**src/rtl/cxu_pkg.sv**
```systemverilog
// cxu_pkg: shared CXU status encodings
package cxu_pkg;
  typedef enum logic [3:0] {
    CXU_STATUS_OK     = 4'd0,
    CXU_STATUS_ERROR  = 4'd1,
    CXU_STATUS_OFF    = 4'd2,
    CXU_STATUS_CUSTOM = 4'd8
  } cxu_status_e;
endpackage

```
**src/rtl/cxu_resp_fifo.sv**
```systemverilog
// cxu_resp_fifo: DEPTH-entry response FIFO; push while full is allowed only alongside a pop
module cxu_resp_fifo #(
  parameter int W     = 8,
  parameter int DEPTH = 4
) (
  input  logic         clk,
  input  logic         rst,
  input  logic         push,
  input  logic         pop,
  input  logic [W-1:0] din,
  output logic [W-1:0] dout,
  output logic         full,
  output logic         empty
);
  localparam int AW = DEPTH > 1 ? $clog2(DEPTH) : 1;
  localparam int CW = $clog2(DEPTH + 1);
  logic [W-1:0] mem [DEPTH];
  logic [AW-1:0] wp, rp;
  logic [CW-1:0] cnt;
  logic do_push, do_pop;
  function automatic logic [AW-1:0] nxt(input logic [AW-1:0] p);
    return p == AW'(DEPTH - 1) ? '0 : p + 1'b1;
  endfunction
  assign empty = cnt == '0;
  assign full = cnt == CW'(DEPTH);
  assign do_pop = pop & ~empty;
  assign do_push = push & (~full | do_pop);
  assign dout = empty ? '0 : mem[rp];
  always_ff @(posedge clk or posedge rst)
    if (rst) begin
      wp <= '0;
      rp <= '0;
      cnt <= '0;
    end else begin
      if (do_push) wp <= nxt(wp);
      if (do_pop) rp <= nxt(rp);
      cnt <= cnt + CW'(do_push) - CW'(do_pop);
    end
  always_ff @(posedge clk)
    if (do_push) mem[wp] <= din;
endmodule

```
**src/rtl/shift_reg.sv**
```systemverilog
// shift_reg: N-stage enable-gated register chain; N=0 degenerates to a wire
module shift_reg #(
  parameter int W = 1,
  parameter int N = 1
) (
  input  logic         clk,
  input  logic         rst,
  input  logic         en,
  input  logic [W-1:0] d,
  output logic [W-1:0] q
);
  if (N == 0) begin : g_wire
    assign q = d;
  end else begin : g_reg
    logic [W-1:0] r [N];
    always_ff @(posedge clk or posedge rst)
      if (rst) for (int i = 0; i < N; i++) r[i] <= '0;
      else if (en) begin
        r[0] <= d;
        for (int i = 1; i < N; i++) r[i] <= r[i-1];
      end
    assign q = r[N-1];
  end
endmodule

```
**src/rtl/cvt02_cxu.sv**
```systemverilog
// cvt02_cxu: L0 CXU adapter with latency pipeline and response FIFO; CVT02_CXU_ID_CHECK_EN enables CXU ID range checking
module cvt02_cxu import cxu_pkg::*; #(
  parameter int CXU_N_CXUS    = 1,
  parameter int CXU_CXU_ID_W  = 8,
  parameter int CXU_FUNC_ID_W = 10,
  parameter int CXU_DATA_W    = 32,
  parameter int CXU_STATUS_W  = 4,
  parameter int CXU_LATENCY   = 0,
  parameter int CXU_REQ_ID_W  = 4,
  parameter int FIFO_DEPTH    = 4
) (
  input  logic                     clk,
  input  logic                     rst,
  input  logic                     clk_en,
  input  logic                     req_valid,
  output logic                     req_ready,
  input  logic [CXU_REQ_ID_W-1:0]  req_id,
  input  logic [CXU_CXU_ID_W-1:0]  req_cxu,
  input  logic [CXU_FUNC_ID_W-1:0] req_func,
  input  logic [CXU_DATA_W-1:0]    req_data0,
  input  logic [CXU_DATA_W-1:0]    req_data1,
  output logic                     resp_valid,
  input  logic                     resp_ready,
  output logic [CXU_REQ_ID_W-1:0]  resp_id,
  output logic [CXU_STATUS_W-1:0]  resp_status,
  output logic [CXU_DATA_W-1:0]    resp_data,
  output logic                     t_req_valid,
  output logic [CXU_CXU_ID_W-1:0]  t_req_cxu,
  output logic [CXU_FUNC_ID_W-1:0] t_req_func,
  output logic [CXU_DATA_W-1:0]    t_req_data0,
  output logic [CXU_DATA_W-1:0]    t_req_data1,
  input  logic [CXU_STATUS_W-1:0]  t_resp_status,
  input  logic [CXU_DATA_W-1:0]    t_resp_data
);
  localparam int CW = $clog2(FIFO_DEPTH + 1);
  localparam int FW = CXU_REQ_ID_W + CXU_STATUS_W + CXU_DATA_W;
  localparam int PW = FW + 1;
  logic accept, pop, push, id_ok, full, empty;
  logic [CW-1:0] outstanding;
  logic [PW-1:0] pipe_d, pipe_q;
`ifdef CVT02_CXU_ID_CHECK_EN
  assign id_ok = 32'(req_cxu) < CXU_N_CXUS;
`else
  assign id_ok = 1'b1;
`endif
  assign pop = resp_valid & resp_ready & clk_en;
  assign req_ready = (outstanding < CW'(FIFO_DEPTH)) | ((outstanding == CW'(FIFO_DEPTH)) & pop);
  assign accept = req_valid & req_ready & clk_en;
  assign t_req_valid = accept & id_ok;
  assign t_req_cxu = req_cxu;
  assign t_req_func = req_func;
  assign t_req_data0 = req_data0;
  assign t_req_data1 = req_data1;
  assign pipe_d = {accept, req_id, id_ok ? t_resp_status : CXU_STATUS_W'(CXU_STATUS_ERROR),
                   id_ok ? t_resp_data : '0};
  shift_reg #(.W(PW), .N(CXU_LATENCY)) u_pipe (
    .clk(clk), .rst(rst), .en(clk_en), .d(pipe_d), .q(pipe_q)
  );
  // full guard is redundant with the outstanding limit but keeps the FIFO self-protecting
  assign push = pipe_q[PW-1] & clk_en & (~full | pop);
  cxu_resp_fifo #(.W(FW), .DEPTH(FIFO_DEPTH)) u_fifo (
    .clk(clk), .rst(rst), .push(push), .pop(pop), .din(pipe_q[FW-1:0]),
    .dout({resp_id, resp_status, resp_data}), .full(full), .empty(empty)
  );
  assign resp_valid = ~empty;
  always_ff @(posedge clk or posedge rst)
    if (rst) outstanding <= '0;
    else outstanding <= outstanding + CW'(accept) - CW'(pop);
endmodule

```
**config.mk**
```make
export PLATFORM = sky130hd
export DESIGN_NAME = cvt02_cxu
export DESIGN_NICKNAME = d
export VERILOG_FILES = /design/src/rtl/cxu_pkg.sv /design/src/rtl/cxu_resp_fifo.sv /design/src/rtl/shift_reg.sv /design/src/rtl/cvt02_cxu.sv
export SDC_FILE = /design/constraint.sdc
export NUM_CORES = 1
export LEC_CHECK = 0
export BUFFER_PORTS_ARGS = -buffer_cell sky130_fd_sc_hd__buf_4
export CAP_MARGIN = 10
export CORE_ASPECT_RATIO = 1.1
export CORE_MARGIN = 4
export CORE_UTILIZATION = 35
export DETAILED_ROUTE_END_ITERATION = 7
export PLACE_DENSITY_LB_ADDON = 0.12
export RECOVER_POWER = 50
export SYNTH_ARGS = -nofsm -noshare
export SYNTH_HDL_FRONTEND = slang
export SYNTH_SLANG_ARGS = --single-unit
export TNS_END_PERCENT = 50
```
**constraint.sdc**
```tcl
create_clock -name clk -period 2.7 [get_ports clk]
set_input_delay 0.405 -clock clk [delete_from_list [all_inputs] [get_ports clk]]
set_output_delay 0.405 -clock clk [all_outputs]
set_load 0.01 [all_outputs]
```
==> results_dict.tcl, run 1 <==
set metrics [dict create \
    path_clk_slew_ns 0.06 \
    fmax_ghz 0.400 \
    holdCritPathClass "primary input to register" \
    cts_buffer_depth 2 \
    die_w_um 146 \
    cts_hold_buf 1 \
    core_area_um2 20500 \
    hpwl_um 9670 \
    fin_crit_sh 0.925 \
    clock_power_share 0.297 \
    fin_util 0.404 \
    cp_top_family "flip-flops" \
    dpl_cell_area_um2 7800 \
    worst_pin_slew_ns 0.659 \
    netSwitchingPower_mw 2.44 \
    holdCritStartpoint "req_id[0]" \
    die_y_um 159 \
    routed-wl-met2_um 7880 \
    root_buffer "clkbuf_16" \
    power.density_nw_per_um2 1040 \
    synthesis.area_um2 7290 \
    finalSetupTns_ns 0 \
    crit_buf_inv 2 \
    p_seq_frac 0.391 \
    grt_pass1_vias 3787 \
    vias 3287 \
    ir_drop_uv 552 \
    regArea_um2 5060 \
    worstSkewPairLatency_ns 0.42 \
    antenna_left 0 \
    top_layer "met5" \
    fp-row-count 55 \
    power_mw 8.66 \
    endpoint_kind "output port" \
    status "finished clean" \
    grt.total_usage 0.128 \
    m1WireLength_um 5290 \
    drcViolationCount 0 \
    setup_violations 0 \
    portBuffers 87 \
    start_util 0.356 \
    place.gp.congestion 0.675 \
    layout.nets 557 \
    critical_path_arrival_ns 2.09 \
    viasPerCell 4.78 \
    reg2reg_slack_ns 0.48 \
    post_drt_wl_per_cell_um 21.1 \
    cap_viol_max_count 0 \
    crit_slowest_cell "dfrtp_4" \
    synth_seq_cells 170 \
    path_cells "buf_12 > mux4_2 > nor2b_1 > buf_4" \
    skew_ns 0.00865 \
    grt_overflow 0 \
    ios 252 \
    final_layout_size_suffix_gt1_frac 0.333 \
    finalCriticalPeriod_ns 2.50 \
    power_leakage_nw 2.82 \
    route.met3.wl_um 883 \
    area_growth_pct 13.7 \
    max_stage_delay_ns 0.56 \
    grt_max_degree 42 \
    crit_path_start_kind "register" \
    ys_types 25 \
    die_area_um2 23200 \
    avgSynthCellArea_um2 18.5 \
    fin_area_um2 8290 \
    postCtsSetupBuffers 0 \
    power.internal_mw 6.22 \
    crit_type "register to output port" \
    required_ns 2.30 \
    clock-sinks 170 \
    fill_cells 1869 \
    cts_tree "done" \
    drv_slew 0 \
    hold_violations 0 \
    cts_buffers 17 \
    max_slew_margin 0.555 \
    htreeDepth 4 \
    yosysWarnings 0 \
    antennaDiodeCount 0 \
    rsz0062_at_grt "false" \
    cts_resized 0 \
    comb_power_share 0.312 \
    wl_um 14500 \
    r2r-start "u_fifo.cnt[2]" \
    ys_seq_area_frac 0.693 \
    grt_pass1_wl_um 22200 \
    firstDrtPassIters 4 \
    multi_input_area_um2 1510 \
    dr.first_iter.drc_count 146 \
    critPathLaunch "u_fifo.rp[0]" \
    sw_frac_of_total 0.282 \
    crit_fanout 22 \
    grt_antenna_before_repair 1 \
    synthCells 395 \
    whs_ns 0.243 \
    synth.net_count 533 \
]
-- registers in the layout, summed over array words and instances (netlist names) --
| name | cells |
|---|---|
| u_fifo.mem | 160 |
| u_fifo.rp | 2 |
| u_fifo.cnt | 3 |
| u_fifo.wp | 2 |
| outstanding | 3 |
-- power by group through the flow --
stage               logic (mW)  registers, mW  clock network [mW]
floorplan                 1.79           3.31                   0
finish                    2.70           3.39                2.58
detailed placement        2.81           3.45                   0
CTS                       2.83           3.40                2.65
global placement          2.81           3.45                   0
global route              2.96           3.42                2.76
-- stage by stage --
stage	std cells	setup slack [ns]
final	688	0.203
after global routing	688	0.0786
after CTS	688	0.135
after detailed placement	655	0.440
after global placement	655	0.482
after floorplan	395	0.535
-- cell usage in the layout, fill, tap and decap left out --
cell type	count
ha_1	9
o31a_4	1
xnor2_1	3
inv_8	1
nor2_1	1
edfxtp_1	160
nor3_4	1
nor4b_1	1
fa_1	2
nor2b_1	40
o311ai_4	1
mux4_2	40
xor2_1	1
nor3_2	1
buf_12	8
nor3_1	1
mux2_4	1
clkinv_4	2
dfrtp_4	1
or4_1	1
o22ai_1	1
dfrtp_1	8
buf_4	52
inv_1	15
clkinv_2	1
bufinv_16	4
dfrtp_2	1
a21o_2	1
clkbuf_1	40
and2_2	4
nand2_1	4
inv_6	4
clkinvlp_4	3
dlygate4sd3_1	1
clkbuf_16	17
-- cell usage after synthesis, drive strengths merged --
cell	number	area [um^2]
a21o	1	8.76
and2	4	30.0
buf	91	657
clkbuf	5	18.8
dfrtp	10	250
edfxtp	160	4800
fa	2	40.0
ha	9	113
inv	15	56.3
mux2	1	15.0
mux4	40	901
nand2	4	15.0
nor2	1	3.75
nor2b	40	250
nor3	3	26.3
nor4b	1	8.76
o22ai	1	6.26
o311ai	1	26.3
o31a	1	17.5
or4	1	7.51
xnor2	3	26.3
xor2	1	8.76
-- cells by family after synthesis --
kind of cell | after synthesis | synth area share
XOR/XNOR | 4 | 0.00481
AND/OR/NAND/NOR | 54 | 0.0469
adder cells (fa/ha/maj) | 11 | 0.0209
AO/OA/AOI/OAI | 4 | 0.00807
multiplexers | 41 | 0.126
flip-flops | 170 | 0.693
buffers and inverters | 111 | 0.100
-- final cells by class --
cell class / instances / share of cell area
timing repair buffer: 101 / 0.0857
tap: 256 / 0.0386
multi-input combinational: 114 / 0.182
clock inverter: 15 / 0.0255
clock buffer: 17 / 0.0513
sequential: 170 / 0.610
inverter: 15 / 0.00679
-- per-layer routing --
layer  vias to the layer above  track usage
met3                        60       0.0453
met5                         -       0.0104
met1                      1658        0.134
li1                       1446            -
met2                       121        0.227
met4                         2       0.0652
-- final timing paths --
| kind | end | cells past startpoint |
|---|---|---|
| setup reg to reg | outstanding[2] | 9 |
| hold reg to reg | outstanding[2] | 1 |
| min in group asynchronous | u_fifo.cnt[0] | 3 |
| hold / removal | u_fifo.mem[2][36] | 1 |
| setup / recovery | resp_data[13] | 4 |
| max in group asynchronous | u_fifo.rp[0] | 3 |
No activity file was read; power rests on OpenSTA's default activity.
==> inputs of run 2 (changes only) <==
--- a/config.mk
+++ b/config.mk
@@ -11,7 +11,7 @@
 export CORE_MARGIN = 4
 export CORE_UTILIZATION = 35
 export DETAILED_ROUTE_END_ITERATION = 7
-export PLACE_DENSITY_LB_ADDON = 0.12
+export PLACE_DENSITY_LB_ADDON = 0.08
 export RECOVER_POWER = 50
 export SYNTH_ARGS = -nofsm -noshare
 export SYNTH_HDL_FRONTEND = slang
==> results_dict.tcl, run 2 (synthesized netlist as in run 1, its figures left out) <==
set metrics [dict create \
    status "finished clean" \
    grt_antenna_before_repair 1 \
    final_cell_mix "edfxtp_1, buf_4, mux4_2, nor2b_1, clkbuf_1" \
    cts_buffers 17 \
    drv_slew 0 \
    portBuffers 87 \
    rr_worst_depth 5 \
    reg_top3 "u_fifo.mem: 160 flops, outstanding: 3 flops, u_fifo.cnt: 3 flops" \
    power.density_nw_per_um2 1010 \
    fin_area_um2 8200 \
    post_drt_wl_per_cell_um 23.4 \
    final_layout_size_suffix_gt1_frac 0.332 \
    grt_overflow 0 \
    holdCritStartpoint "t_resp_data[25]" \
    grtUsageMet2 0.253 \
    holdPathStages 1 \
    holdCritPathClass "primary input to register" \
    r2r_end "u_fifo.mem[3][10]" \
    rsz0062_at_grt "false" \
    cts_buffer_depth 2 \
    fp-row-count 55 \
    ir_drop_uv 471 \
    largest_reg_flops 160 \
    dr.first_iter.drc_count 121 \
    grt_pass1_vias 3708 \
    drcViolationCount 0 \
    regMostFlops "u_fifo.mem" \
    max_slew_margin 0.579 \
    required_ns 2.30 \
    crit_path_start_kind "register" \
    hold_violations 0 \
    whs_endpoint "u_fifo.mem[0][25]" \
    ios 252 \
    dpl_cell_area_um2 7810 \
    viasPerCell 4.80 \
    gr-usage-met3 0.0592 \
    finalCriticalPeriod_ns 2.56 \
    grt.total_usage 0.142 \
    grt_max_degree 42 \
    critPathLaunch "u_fifo.rp[0]" \
    setup_violations 0 \
    cts_tree "done" \
    layout.nets 559 \
    grt-busiest-layer "met2" \
    area_growth_pct 12.4 \
    worstSkewPairLatency_ns 0.42 \
    antenna_left 0 \
    antennaDiodeCount 0 \
    multi_input_area_um2 1510 \
    grt_pass1_wl_um 24000 \
    power_mw 8.30 \
    start_util 0.356 \
    clock-sinks 170 \
    place.gp.congestion 0.680 \
    htreeDepth 4 \
    root_buffer "clkbuf_16" \
    finalSetupTns_ns 0 \
    fill_cells 1897 \
    die_area_um2 23200 \
    hpwl_um 10900 \
    crit_fanout 16 \
    critical_path_arrival_ns 2.16 \
    die_w_um 146 \
    crit_type "register to output port" \
    worst_pin_slew_ns 0.622 \
    regArea_um2 5060 \
    layout_commonest_cell "edfxtp_1" \
    core_area_um2 20500 \
    firstDrtPassIters 4 \
    vias 3311 \
    fmax_ghz 0.390 \
    skew_ns 0.00801 \
    wl_um 16200 \
    reg2reg_slack_ns 0.51 \
    endpoint_kind "output port" \
    use_met1 0.147 \
    path_clk_slew_ns 0.07 \
    cts_resized 0 \
    fin_crit_sh 0.950 \
    die_y_um 159 \
    cap_viol_max_count 0 \
    power_leakage_nw 2.77 \
    r2r-start "u_fifo.cnt[1]" \
]
==> run 2: how the worst max path moves through the flow <==
stage                              endpoint  cells past startpoint
after CTS                    resp_status[0]                      4
after floorplan            u_fifo.mem[0][0]                      4
after global placement    u_fifo.mem[3][11]                      6
after detailed placement  u_fifo.mem[3][11]                      6
after global routing         resp_status[0]                      4
final                        resp_status[0]                      4
==> run 2: area by class of cell <==
type / count / area share
inverters: 15 / 0.00687
flip-flops and latches: 170 / 0.617
clock buffers: 17 / 0.0519
well taps: 256 / 0.0391
repair buffers: 103 / 0.0885
clock inverters: 15 / 0.0124
multi-input cells: 114 / 0.184
==> run 2: repair_timing <==
item / in CTS / in global routing
setup endpoints to repair: 0 / 0
hold endpoints to repair: 10 / 0
buffers inserted: 0 / 0
hold buffers: 1 / 0
==> run 2: power by group <==
part | internal, mW | switching, mW
logic | 1.50 | 1.22
clock network | 1.17 | 0.992
registers | 3.17 | 0.247
==> run 2: worst max-delay path, cell delays in order, from the launching register on <==
cell and delay, ns:
dfrtp_4 0.67, buf_4 0.26, mux4_2 0.52, nor2b_1 0.15
buf_4 0.15
==> run 2: routing by layer <==
| layer | routed length (um) | vias to the layer above |
|---|---|---|
| met3 | 1220 | 59 |
| met2 | 8720 | 119 |
| met1 | 5710 | 1680 |
| li1 | - | 1451 |
| met4 | 514 | 2 |
| met5 | 12 | - |
==> run 2: per-stage QoR <==
step	setup slack, ns	cells	utilization	hold slack, ns
2_1_floorplan	0.535	395	-	0.245
3_3_place_gp	0.461	657	0.381	0.427
3_5_place_dp	0.466	657	0.381	0.428
4_1_cts	0.0690	690	0.407	0.160
5_1_grt	0.00877	690	0.400	0.243
6_report	0.136	690	0.400	0.247
